### config.mk
export PLATFORM = sky130hd
export DESIGN_NAME = if_prefetch
export DESIGN_NICKNAME = d
export VERILOG_FILES = /design/src/rtl/if_prefetch_pkg.sv /design/src/rtl/if_prefetch_fifo.sv /design/src/rtl/if_prefetch.sv
export SDC_FILE = /design/constraint.sdc
export NUM_CORES = 1
export LEC_CHECK = 0
export CORE_ASPECT_RATIO = 0.75
export CORE_MARGIN = 10
export CORE_UTILIZATION = 49
export CTS_CLUSTER_DIAMETER = 40
export DETAILED_ROUTE_END_ITERATION = 10
export DONT_BUFFER_PORTS = 1
export GPL_TIMING_DRIVEN = 1
export PLACE_DENSITY = 0.67
export SYNTH_ARGS = -nofsm -noshare
export SYNTH_HDL_FRONTEND = slang
export SYNTH_HIERARCHICAL = 1
export SYNTH_SLANG_ARGS = --single-unit
### constraint.sdc
create_clock -name clk -period 9.8 [get_ports clk]
set_input_delay 1.96 -clock clk [delete_from_list [all_inputs] [get_ports clk]]
set_output_delay 1.96 -clock clk [all_outputs]
set_load 0.02 [all_outputs]
### src/rtl/if_prefetch_pkg.sv
// Shared CPU defines used by the instruction-fetch front end: bus widths,
// reset vector, default queue geometry and the fetch-engine state type.
package if_prefetch_pkg;

    // Instruction-side bus widths and the reset vector of the core
    localparam int unsigned CPU_IADDR_W   = 32;
    localparam int unsigned CPU_IDATA_W   = 32;
    localparam int unsigned CPU_RESET_VEC = 32'h0000_0000;

    // Default prefetch queue geometry
    localparam int unsigned IFQ_DEPTH     = 4;
    localparam int unsigned IFQ_PC_STEP   = 4;

    // Fetch engine: idle right after reset, running from the next edge on
    typedef enum logic {
        StIdle,
        StRun
    } pf_state_e;

    // Pointer width for a queue of the given depth (at least one bit)
    function automatic int unsigned ptr_width(input int unsigned depth);
        return (depth > 1) ? $clog2(depth) : 1;
    endfunction

endpackage

### src/rtl/if_prefetch_fifo.sv
// ifq_fifo: prefetch queue storage holding {pc, instruction} pairs.
// Pointers wrap naturally (DEPTH is a power of two); count spans 0..DEPTH.
// flush_i empties the queue and returns both pointers to zero.
module ifq_fifo
    import if_prefetch_pkg::*;
#(
    parameter int unsigned ADDR_W = CPU_IADDR_W,
    parameter int unsigned DATA_W = CPU_IDATA_W,
    parameter int unsigned DEPTH  = IFQ_DEPTH
) (
    input  logic              clk,
    input  logic              rst,
    input  logic              push_i,
    input  logic [ADDR_W-1:0] push_pc_i,
    input  logic [DATA_W-1:0] push_inst_i,
    input  logic              pop_i,
    input  logic              flush_i,
    output logic              full_o,
    output logic              empty_o,
    output logic [ADDR_W-1:0] head_pc_o,
    output logic [DATA_W-1:0] head_inst_o
);

    localparam int unsigned PTR_W = ptr_width(DEPTH);
    localparam int unsigned CNT_W = $clog2(DEPTH + 1);

    logic [PTR_W-1:0]  wr_ptr_q, wr_ptr_d;
    logic [PTR_W-1:0]  rd_ptr_q, rd_ptr_d;
    logic [CNT_W-1:0]  count_q, count_d;
    logic [ADDR_W-1:0] pc_mem_q   [DEPTH];
    logic [ADDR_W-1:0] pc_mem_d   [DEPTH];
    logic [DATA_W-1:0] inst_mem_q [DEPTH];
    logic [DATA_W-1:0] inst_mem_d [DEPTH];

    logic push_ok;
    logic pop_ok;

    assign full_o  = (count_q == CNT_W'(DEPTH));
    assign empty_o = (count_q == '0);

    // Never overrun or underrun, even if the caller misbehaves
    assign push_ok = push_i && !full_o;
    assign pop_ok  = pop_i && !empty_o;

    // Head entry, forced to zero while the queue is empty
    always_comb begin
        head_pc_o   = '0;
        head_inst_o = '0;
        if (!empty_o) begin
            head_pc_o   = pc_mem_q[rd_ptr_q];
            head_inst_o = inst_mem_q[rd_ptr_q];
        end
    end

    // Next-state for storage, pointers and occupancy
    always_comb begin
        wr_ptr_d   = wr_ptr_q;
        rd_ptr_d   = rd_ptr_q;
        count_d    = count_q;
        pc_mem_d   = pc_mem_q;
        inst_mem_d = inst_mem_q;
        if (flush_i) begin
            wr_ptr_d = '0;
            rd_ptr_d = '0;
            count_d  = '0;
        end else begin
            if (push_ok) begin
                pc_mem_d[wr_ptr_q]   = push_pc_i;
                inst_mem_d[wr_ptr_q] = push_inst_i;
                wr_ptr_d             = wr_ptr_q + PTR_W'(1);
            end
            if (pop_ok) begin
                rd_ptr_d = rd_ptr_q + PTR_W'(1);
            end
            if (push_ok && !pop_ok) begin
                count_d = count_q + CNT_W'(1);
            end else if (!push_ok && pop_ok) begin
                count_d = count_q - CNT_W'(1);
            end
        end
    end

    // Queue state registers
    always_ff @(posedge clk or posedge rst) begin
        if (rst) begin
            wr_ptr_q <= '0;
            rd_ptr_q <= '0;
            count_q  <= '0;
            for (int i = 0; i < int'(DEPTH); i++) begin
                pc_mem_q[i]   <= '0;
                inst_mem_q[i] <= '0;
            end
        end else begin
            wr_ptr_q   <= wr_ptr_d;
            rd_ptr_q   <= rd_ptr_d;
            count_q    <= count_d;
            pc_mem_q   <= pc_mem_d;
            inst_mem_q <= inst_mem_d;
        end
    end

endmodule

### src/rtl/if_prefetch.sv
// if_prefetch: instruction prefetch front end. Fetches sequentially from a
// combinational ROM into a small queue and presents the head to decode.
// A branch request flushes the queue and redirects fetch the next cycle.
// Optional performance counters are enabled by defining IF_PREFETCH_PERF_EN.
module if_prefetch
    import if_prefetch_pkg::*;
#(
    parameter int unsigned ADDR_W   = CPU_IADDR_W,
    parameter int unsigned DATA_W   = CPU_IDATA_W,
    parameter int unsigned DEPTH    = IFQ_DEPTH,
    parameter int unsigned RESET_PC = CPU_RESET_VEC,
    parameter int unsigned PC_STEP  = IFQ_PC_STEP
) (
    input  logic              clk,
    input  logic              rst,
`ifdef IF_PREFETCH_PERF_EN
    output logic [31:0]       fetch_cnt_o,
    output logic [31:0]       stall_cnt_o,
`endif
    input  logic [DATA_W-1:0] rom_data_i,
    output logic [ADDR_W-1:0] rom_addr_o,
    output logic              rom_ce_o,
    output logic              id_valid_o,
    output logic [ADDR_W-1:0] id_pc_o,
    output logic [DATA_W-1:0] id_inst_o,
    input  logic              id_ready_i,
    input  logic              branch_i,
    input  logic [ADDR_W-1:0] branch_target_i
);

    pf_state_e         state_q, state_d;
    logic [ADDR_W-1:0] fetch_pc_q, fetch_pc_d;

    logic q_full;
    logic q_empty;
    logic push;
    logic pop;

    // A branch takes priority: no push, no pop, queue flushed
    assign push = (state_q == StRun) && !q_full && !branch_i;
    assign pop  = !q_empty && id_ready_i && !branch_i;

    assign rom_ce_o   = push;
    assign rom_addr_o = fetch_pc_q;
    assign id_valid_o = !q_empty;

    // Fetch engine: start running on the first edge after reset release
    always_comb begin
        state_d = state_q;
        case (state_q)
            StIdle:  state_d = StRun;
            StRun:   state_d = StRun;
            default: state_d = StIdle;
        endcase
    end

    // Next fetch address: redirect, sequential advance, or hold
    always_comb begin
        fetch_pc_d = fetch_pc_q;
        if (branch_i) begin
            fetch_pc_d = branch_target_i;
        end else if (push) begin
            fetch_pc_d = fetch_pc_q + ADDR_W'(PC_STEP);
        end
    end

    // Fetch engine and PC registers
    always_ff @(posedge clk or posedge rst) begin
        if (rst) begin
            state_q    <= StIdle;
            fetch_pc_q <= ADDR_W'(RESET_PC);
        end else begin
            state_q    <= state_d;
            fetch_pc_q <= fetch_pc_d;
        end
    end

    ifq_fifo #(
        .ADDR_W (ADDR_W),
        .DATA_W (DATA_W),
        .DEPTH  (DEPTH)
    ) u_ifq_fifo (
        .clk         (clk),
        .rst         (rst),
        .push_i      (push),
        .push_pc_i   (fetch_pc_q),
        .push_inst_i (rom_data_i),
        .pop_i       (pop),
        .flush_i     (branch_i),
        .full_o      (q_full),
        .empty_o     (q_empty),
        .head_pc_o   (id_pc_o),
        .head_inst_o (id_inst_o)
    );

`ifdef IF_PREFETCH_PERF_EN
    logic [31:0] fetch_cnt_q, fetch_cnt_d;
    logic [31:0] stall_cnt_q, stall_cnt_d;

    assign fetch_cnt_o = fetch_cnt_q;
    assign stall_cnt_o = stall_cnt_q;

    // Count pushes and cycles where decode holds a valid head
    always_comb begin
        fetch_cnt_d = fetch_cnt_q;
        stall_cnt_d = stall_cnt_q;
        if (push) begin
            fetch_cnt_d = fetch_cnt_q + 32'd1;
        end
        if (id_valid_o && !id_ready_i && !branch_i) begin
            stall_cnt_d = stall_cnt_q + 32'd1;
        end
    end

    // Performance counter registers, wrapping at 2^32
    always_ff @(posedge clk or posedge rst) begin
        if (rst) begin
            fetch_cnt_q <= '0;
            stall_cnt_q <= '0;
        end else begin
            fetch_cnt_q <= fetch_cnt_d;
            stall_cnt_q <= stall_cnt_d;
        end
    end
`else
    // Performance counters not built in this configuration
`endif

endmodule

# Word level (Yosys, flattened, before mapping)
# Index checks and enable logic that the tools add are counted.
# W data, S select, Z words.
dict set report classes {
  n_reduce_logical 20
  n_mux 21
  bitwise 3
  eq_ne 1
  order_cmp 3
  n_addsub 5
}
# cell count
set ops {}
lappend ops {{$mux W32} 9}
lappend ops {{$bwmux W128} 2}
lappend ops {{$bmux W32 S2} 2}
lappend ops {{$demux W32 S2} 1}
lappend ops {{$add A32 B3 Y32 const B} 1}
lappend ops {{$logic_and A1 B1 Y1} 9}
lappend ops {{$mux W3} 3}
lappend ops {{$mux W2} 4}
lappend ops {{$ge A3 B3 Y1 const B} 2}
lappend ops {{$not A2 Y3} 2}
lappend ops {{$reduce_bool A2 Y1} 3}
lappend ops {{$logic_not A1 Y1} 5}
lappend ops {{$add A2 B1 Y2 const B} 2}
lappend ops {{$add A3 B1 Y3 const B} 1}
lappend ops {{$eq A3 B3 Y1 const B} 1}
lappend ops {{$logic_not A3 Y1} 1}
lappend ops {{$lt A3 B1 Y1 const B} 1}
lappend ops {{$reduce_bool A3 Y1} 1}
lappend ops {{$sub A3 B1 Y3 const B} 1}
lappend ops {{$reduce_and A2 Y1} 1}
lappend ops {{$not A1 Y1} 1}
dict set report totals {
  reg_bits 296
  output_inout_bits 98
  inputBits 68
}

# Longest topological paths before layout
# Gate-level depths: netlist of the first run.
dict set report logic_depth {
  depth_word 10
  mapped_depth 13
  depth_no_buf 10
}

# By module
# The synthesis of the first run kept the hierarchy.
# module seq_area_each_um2 area_each_um2 instances cells_each
set modules_own_cells {}
lappend modules_own_cells {ifq_fifo 6581.3 13003.7 1 752}
lappend modules_own_cells {if_prefetch 825.8 1904.3 1 219}

# Worst setup path before layout of the first run
# Ideal clock, no wire load.
dict set report synth_path {
  kind {input-to-output}
  from {input port branch_i}
  to {output port rom_ce_o}
  path_buffers 1
  setup_slack_ns 5.162
  cell_stages 3
  t_arrival_ns 2.678
  required_ns 7.840
  path_cell_list {inv_1 > clkbuf_1 > and2_1}
}
dict set report synth_between {
  elab_chain_len 2
}
# element line_no
set synth_rtl {}
lappend synth_rtl {{start, declared} if_prefetch.sv:27} ;# input logic branch_i,
lappend synth_rtl {{$logic_not A1 Y1} if_prefetch.sv:40} ;# assign push = (state_q == StRun) && !q_full && !branch_i;
lappend synth_rtl {{$logic_and A1 B1 Y1} if_prefetch.sv:40}
lappend synth_rtl {{end, declared} if_prefetch.sv:22} ;# output logic rom_ce_o,
# No other way between the ends.

# Worst setup path in the final report of the first run
# Ends and elaborated chain as after synthesis.

==> insert_results.sql, run 1 <==
INSERT INTO impl_metrics (metric_group, metric, value, unit) VALUES
('setup_path', 'capture_point_of_the_worst_reg_to_reg_path', 'u_ifq_fifo/pc_mem_q[108]', ''),
('global_routing', 'gr-usage-all-layers', '0.1806', ''),
('yosys', 'yosys_register_bits', '296', ''),
('global_routing', 'grt_first_pass_wirelength', '54.20', 'mm'),
('die', 'ios', '166', ''),
('clock_network', 'clk_root_buffer_cell', 'clkbuf_16', ''),
('placement', 'routabilityCongestion', '0.7996', ''),
('sta', 'max_freq', '190.8', 'MHz'),
('setup_path', 'worstPathBufferInverterCount', '1', ''),
('yosys', 'synth-main-ff-cell', 'dfrtp_1', ''),
('sta', 'final.min_clock_period', '5241', 'ps'),
('yosys', 'synth.cell_area', '14910', 'µm²'),
('setup_path', 'critical_path_slowest_stage_cell', 'and2_1', ''),
('setup_path', 'startpoint', 'branch_i', ''),
('clock_network', 'cts-hold-fix-buffers', '0', ''),
('power', 'power.density', '235.2', 'nW/µm²'),
('yosys', 'synth_seq_area_share', '0.4969', ''),
('yosys', 'count_of_yosys_warnings_during_synthesis', '6', ''),
('yosys', 'netlist_instances', '971', ''),
('finish', 'layout.core_utilization', '0.5416', ''),
('yosys', 'async_flop_share', '1.000', ''),
('yosys', 'netlist-cell-type-count', '52', ''),
('power', 'clkPwrFrac', '0.399', ''),
('routing', 'detail_route.vias_per_cell', '5.888', ''),
('setup_path', 'required', '7840', 'ps'),
('power', 'fin_total_pwr', '3.831', 'mW'),
('die', 'die_h', '171.1', 'µm'),
('clock_network', 'clock_buffer_count_from_cts', '42', ''),
('sta', 'timing.clock.skew', '15.15', 'ps'),
('setup_path', 'cp_top_family', 'simple AND/OR/NAND/NOR gates', ''),
('sta', 'rsz0062_at_grt', 'false', ''),
('placement', 'dp_hpwl', '20.97', 'mm'),
('setup_path', 'worst-setup-path-type', 'in -> out', ''),
('die', 'floorplan.die_area', '37870', 'µm²'),
('finish', 'finish.instance_area', '16290', 'µm²'),
('routing', 'ant_nets', '0', ''),
('global_routing', 'grt_max_degree', '150', ''),
('clock_network', 'post-cts-setup-buffer-count', '0', ''),
('status', 'run_status', 'completed', ''),
('finish', 'synthesis_to_layout_area_growth', '9.249', '%'),
('clock_network', 'post_cts_resized', '0', ''),
('clock_network', 'htree_num_levels', '2', ''),
('setup_path', 'crit_arrival', '3280', 'ps'),
('clock_network', 'tritoncts', 'yes', ''),
('global_routing', 'globalRoute.totalOverflow', '0', ''),
('setup_path', 'timing.reg2reg.worst_path_depth', '7', ''),
('yosys', 'post_synthesis_average_cell_area', '15.35', 'µm²'),
('yosys', 'synth.cells.most_frequent', 'dfrtp_1 (296), mux2_4 (180), nor2b_1 (66), mux4_2 (64), mux2_1 (49)', ''),
('yosys', 'top_area_cell_type_share_of_the_netlist_area', '0.4969', ''),
('die', 'initial_core_util', '0.4957', ''),
('power', 'power_frac_seq', '0.428', ''),
('placement', 'placed_cell_area', '14860', 'µm²'),
('setup_path', 'endpoint_kind', 'output pin', ''),
('setup_path', 'worst-path-stages', '2', ''),
('sta', 'timing_hold_violations_final', '0', ''),
('yosys', 'post_synth_edffs', '0', ''),
('placement', 'preCtsSetupSlack', '4450', 'ps'),
('global_routing', 'grt_pass1_vias', '8633', ''),
('routing', 'first_pass_iters', '5', ''),
('power', 'sw_frac_of_total', '0.2749', ''),
('sta', 'timing.final.ws_setup', '4559', 'ps'),
('yosys', 'yosys.cell_count.top_type', 'dfrtp_1', ''),
('clock_network', 'clock_sink_count', '296', ''),
('sta', 'layout_worst_path_cycle_share', '0.5348', ''),
('clock_network', 'clock_insertion_delay_worst_skew', '540', 'ps'),
('run', 'drv.max_cap_violation_count', '0', ''),
('sta', 'totalNegativeSetupSlack', '0', 'ps'),
('power', 'power_leakage', '7.609', 'nW'),
('setup_path', 'cp_cell_sequence', 'inv_1 -> and2_1', ''),
('sta', 'final-setup-viol-count', '0', ''),
('die', 'die_w', '221.4', 'µm');
[sequential cells by signal, summed over array words and instances, names as in the netlist]
| signal | count |
|---|---|
| rom_addr_o | 32 |
| state_q | 1 |
| u_ifq_fifo/count_q | 3 |
| u_ifq_fifo/inst_mem_q | 128 |
| u_ifq_fifo/pc_mem_q | 128 |
| u_ifq_fifo/rd_ptr_q | 2 |
| u_ifq_fifo/wr_ptr_q | 2 |
[per-stage QoR]
stage	hold slack, ps	instances
2_1_floorplan	458.7	971
3_3_place_gp	468.5	1317
3_5_place_dp	476.1	1317
4_1_cts	488.5	1392
5_1_grt	498.4	1392
6_report	484.5	1392
[cells by family (layout without fill, tap and decap cells)]
family	after synthesis	in the layout	share of synthesized area
adder cells (fa/ha/maj)	6	6	0.005539
buffers and inverters	81	103	0.05002
flip-flops	296	296	0.4969
XOR/XNOR	14	14	0.008225
AND/OR/NAND/NOR	193	193	0.07512
multiplexers	326	326	0.3397
AO/OA/AOI/OAI	54	54	0.02426
other	1	1	0.0002515
[cell type report]
type,count,area [µm²]
multi-input combinational,594,6787
inverter,18,75.07
tap,399,499.2
sequential,296,7415
timing repair buffer,10,87.58
fill,2409,13790
clock inverter,29,326.6
clock buffer,46,1097
[layer usage]
| metal | GRT usage | up-vias | routed length [µm] |
|---|---|---|---|
| met2 | 0.2831 | 218 | 16420 |
| met5 | 0 | - | 0 |
| met4 | 0.05075 | 0 | 535 |
| li1 | - | 3546 | - |
| met3 | 0.04825 | 40 | 2072 |
| met1 | 0.2433 | 4392 | 15350 |
[power by group through the flow]
| stage | clock network, mW | registers (mW) | logic [mW] |
|---|---|---|---|
| floorplan | 0 | 1.59 | 0.582 |
| global placement | 0 | 1.65 | 0.653 |
| detailed placement | 0 | 1.65 | 0.672 |
| CTS | 1.57 | 1.64 | 0.673 |
| global route | 1.63 | 1.67 | 0.710 |
| finish | 1.53 | 1.64 | 0.661 |
[cells in the final DEF (no fill, tap or decap), types with 5 or more instances in the layout]
master	n
a311o_1	5
a31oi_1	9
buf_4	9
clkbuf_16	43
clkinv_2	6
dfrtp_1	294
ha_1	5
inv_1	17
inv_6	7
mux2_1	49
mux2_2	31
mux2_4	180
mux4_2	64
nand2_1	31
nand3_1	17
nand4_1	10
nor2_1	28
nor2b_1	66
nor3_1	6
nor4_1	6
o21ai_0	20
o311ai_0	6
o31ai_1	6
or4_1	7
xnor2_1	9
xor2_1	5
[how the worst min path moves through the flow]
stage                         startpoint                        end  slack [ps]  depth (start not counted)
5_1_grt        u_ifq_fifo/inst_mem_q[87]  u_ifq_fifo/inst_mem_q[87]         500                          1
3_5_place_dp   u_ifq_fifo/inst_mem_q[78]  u_ifq_fifo/inst_mem_q[78]         480                          1
2_1_floorplan  u_ifq_fifo/inst_mem_q[71]  u_ifq_fifo/inst_mem_q[71]         460                          1
3_3_place_gp     u_ifq_fifo/pc_mem_q[70]    u_ifq_fifo/pc_mem_q[70]         470                          1
6_report       u_ifq_fifo/inst_mem_q[73]  u_ifq_fifo/inst_mem_q[73]         480                          1
4_1_cts        u_ifq_fifo/inst_mem_q[73]  u_ifq_fifo/inst_mem_q[73]         490                          1
Note: power is estimated with default switching activity, not from simulation.
==> run 2, diff against run 1 <==
ABC_AREA = 1   (was unset)
clock period = 5 ns   (was 9.8 ns; I/O delays follow)
==> run 2 against run 1 <==
Synthesized area is 0.14% higher. Global-route usage is 2.2 points higher. Sequential power is 110% higher. Sequential share of layout area is 0.81 points higher. Clock power is 78% higher. First-iteration DRC count is 110% higher. Clock-buffer cell count is 3 higher. Critical path type is now reg -> out.
==> insert_results.sql, run 2 <==
INSERT INTO impl_metrics (metric_group, metric, value, unit) VALUES
('sta', 'totalNegativeSetupSlack', '0', 'ps'),
('clock_network', 'post_cts_resized', '0', ''),
('global_routing', 'grt_max_degree', '161', ''),
('yosys', 'synthTopCellsByArea', 'dfrtp_1 (50%), nand2_1 (11%), nor2_1 (7.4%), o21ai_2 (6.3%), o21ai_1 (5.0%)', ''),
('clock_network', 'clock_buffer_count_from_cts', '40', ''),
('finish', 'layout.cells.most_common_list', 'nand2_1 (421), dfrtp_1 (294), nor2_1 (293)', ''),
('routing', 'vias', '11840', ''),
('yosys', 'yosys_register_bits', '296', ''),
('yosys', 'synth-main-ff-cell', 'dfrtp_1', ''),
('sta', 'final.min_clock_period', '4300', 'ps'),
('power', 'power_leakage', '7.405', 'nW'),
('setup_path', 'worst-setup-path-type', 'reg -> out', ''),
('sta', 'max_freq', '232.5', 'MHz'),
('power', 'fin_total_pwr', '8.616', 'mW'),
('run', 'drv.max_cap_violation_count', '0', ''),
('setup_path', 'endpoint_kind', 'output pin', ''),
('sta', 'maxSlewViolCount', '0', ''),
('yosys', 'post_synthesis_average_cell_area', '8.212', 'µm²'),
('finish', 'num-nets-final', '1838', ''),
('placement', 'dp.cells', '2121', ''),
('sta', 'relSlewSlack', '0.3424', ''),
('yosys', 'async_flop_share', '1.000', ''),
('sta', 'rsz0062_at_grt', 'false', ''),
('global_routing', 'gr-usage-all-layers', '0.2030', ''),
('yosys', 'syn_nets', '1892', ''),
('clock_network', 'clock_insertion_delay_worst_skew', '530', 'ps'),
('finish', 'drive_gt1_frac', '0.1231', ''),
('clock_network', 'tritoncts', 'yes', ''),
('yosys', 'synth_seq_area_share', '0.4961', ''),
('clock_network', 'cts_buffer_depth', '3', ''),
('die', 'ios', '166', ''),
('sta', 'timing_hold_violations_final', '0', ''),
('yosys', 'synth.cells.most_frequent', 'nand2_1 (421), dfrtp_1 (296), nor2_1 (293), o21ai_1 (150), o21ai_0 (145)', ''),
('global_routing', 'grt_first_pass_wirelength', '63.42', 'mm'),
('yosys', 'count_of_yosys_warnings_during_synthesis', '6', ''),
('setup_path', 'required', '4000', 'ps'),
('yosys', 'netlist_instances', '1818', ''),
('yosys', 'synthDominantAreaCellType', 'dfrtp_1', ''),
('sta', 'final-setup-viol-count', '0', ''),
('die', 'floorplan.die_area', '37920', 'µm²'),
('finish', 'final_common_cell', 'nand2_1', ''),
('clock_network', 'cts-hold-fix-buffers', '0', ''),
('status', 'run_status', 'completed', ''),
('setup_path', 'cp-start-kind', 'flip-flop', ''),
('die', 'rows', '55', ''),
('routing', 'ant_nets', '0', ''),
('routing', 'wl', '39.17', 'mm'),
('yosys', 'yosys.cell_count.top_type', 'nand2_1', ''),
('routing', 'detail_route.vias_per_cell', '5.416', ''),
('clock_network', 'htree_num_levels', '2', ''),
('placement', 'buffer_ports.inserted', '0', ''),
('setup_path', 'timing.reg2reg.worst_path_depth', '11', ''),
('die', 'die_h', '171.2', 'µm'),
('setup_path', 'timing.critical_path.fanout_max', '71', ''),
('global_routing', 'globalRoute.totalOverflow', '0', ''),
('sta', 'worst_margin_pin_slew', '985.0', 'ps'),
('finish', 'layout.core_utilization', '0.5320', ''),
('placement', 'preCtsSetupSlack', '1229', 'ps'),
('finish', 'insertedDiodeCount', '0', ''),
('setup_path', 'critical_path_slowest_stage_cell', 'buf_4', ''),
('yosys', 'top_area_cell_type_share_of_the_netlist_area', '0.4961', ''),
('die', 'fp.coreArea', '30070', 'µm²'),
('global_routing', 'grt_antenna_before_repair', '0', ''),
('sta', 'timing.clock.skew', '13.89', 'ps'),
('placement', 'dp_hpwl', '24.86', 'mm'),
('routing', 'first_pass_iters', '6', ''),
('finish', 'synthesis_to_layout_area_growth', '7.157', '%'),
('placement', 'routabilityCongestion', '0.8627', ''),
('yosys', 'netlist-cell-type-count', '37', ''),
('yosys', 'post_synth_edffs', '0', ''),
('routing', 'drt_iter0_drc', '1279', ''),
('routing', 'detail_route.drc_violations', '0', ''),
('clock_network', 'clk_root_buffer_cell', 'clkbuf_16', ''),
('die', 'die_w', '221.6', 'µm'),
('min_path', 'hold_class', 'in -> async', ''),
('yosys', 'synth.cell_area', '14930', 'µm²'),
('power', 'max-vdd-ir-drop', '0.2069', 'mV'),
('setup_path', 'worst_path_most_repeated_cell', 'buf_4', ''),
('global_routing', 'grt_pass1_vias', '11240', ''),
('setup_path', 'crit_arrival', '3300', 'ps'),
('power', 'power.density', '538.6', 'nW/µm²'),
('clock_network', 'clkTransAtPathRegs', '60', 'ps'),
('routing', 'route.detailed.wl_per_inst', '17.92', 'µm'),
('clock_network', 'clock_sink_count', '296', ''),
('die', 'initial_core_util', '0.4964', ''),
('finish', 'final-instance-count-excl-fill', '2186', ''),
('sta', 'timing.final.ws_setup', '699.7', 'ps'),
('setup_path', 'critPathMaxStageDelay', '680', 'ps'),
('clock_network', 'post-cts-setup-buffer-count', '0', ''),
('sta', 'layout_worst_path_cycle_share', '0.8601', ''),
('setup_path', 'cp_cell_sequence', 'clkinv_2 -> buf_4 -> buf_4 -> o21ai_0 -> a21oi_1', '');
==> run 2: cell count changes after synthesis, moves of 21 or more <==
cell | previous run | this run
o21ai_1 | 0 | 150
mux4_2 | 64 | 0
mux2_2 | 31 | 0
buf_6 | 5 | 54
nand2_1 | 31 | 421
mux2_1 | 49 | 0
o21ai_2 | 0 | 107
inv_1 | 18 | 120
a21oi_1 | 3 | 72
nor2b_1 | 66 | 0
o21ai_0 | 20 | 145
mux2_4 | 180 | 0
buf_12 | 21 | 0
nor2_1 | 28 | 293
==> run 2: final cells by class <==
cell class / count / area [µm²]
Timing Repair Buffer: 16 / 157.7
Fill cell: 2862 / 14070
Sequential cell: 296 / 7412
Tap cell: 399 / 499.2
Clock inverter: 16 / 170.2
Clock buffer: 49 / 1096
Inverter: 128 / 485.5
Multi-Input combinational cell: 1282 / 6177
==> run 2: power breakdown <==
group / total (mW) / switching, mW / internal, mW
sequential: 3.51 / 0.475 / 3.03
clock: 2.73 / 1.07 / 1.66
combinational: 2.38 / 1.66 / 0.717
total: 8.62 / 3.20 / 5.41
==> run 2: worst paths after layout <==
kind / from / end / slack (ps)
worst max-delay path: u_ifq_fifo/rd_ptr_q[0] / id_pc_o[18] / 700
worst max register to register: u_ifq_fifo/count_q[2] / u_ifq_fifo/pc_mem_q[1] / 1570
max in group asynchronous: rst / u_ifq_fifo/inst_mem_q[9] / 3510
min in group clk: u_ifq_fifo/inst_mem_q[20] / u_ifq_fifo/inst_mem_q[20] / 470
worst min register to register: u_ifq_fifo/inst_mem_q[20] / u_ifq_fifo/inst_mem_q[20] / 470
worst min-delay path: rst / u_ifq_fifo/pc_mem_q[11] / 310
==> run 2: metal layers <==
| metal | GRT usage | part of all wire | up-vias |
|---|---|---|---|
| li1 | - | - | 5751 |
| met1 | 0.2861 | 0.46 | 5676 |
| met2 | 0.3117 | 0.46 | 369 |
| met3 | 0.04552 | 0.070 | 44 |
| met4 | 0.04869 | 0.014 | 0 |
| met5 | 0 | 0 | - |
==> run 2: cell families after synthesis <==
kind of cell             Yosys count  share of synthesized area
adder cells (fa/ha/maj)            6                   0.005531
XOR/XNOR                          11                   0.006453
AO/OA/AOI/OAI                    486                     0.1928
flip-flops                       296                     0.4961
buffers and inverters            240                    0.09009
other                              1                  0.0002512
AND/OR/NAND/NOR                  778                     0.2088
==> run 2: worst max-delay path, delay by kind of cell (launching register included) <==
kind | cells | cell delay, ps
AOI/OAI and AO/OA | 2 | 770
buffers and inverters | 3 | 1230
DFF | 1 | 670
==> run 2: metrics by stage <==
step / cell area, µm² / hold slack [ps]
floorplan: 14930 / 449.6
global placement: 14730 / 457.3
detailed placement: 14730 / 462.6
CTS: 16000 / 288.8
global route: 16000 / 303.4
finish: 16000 / 306.6
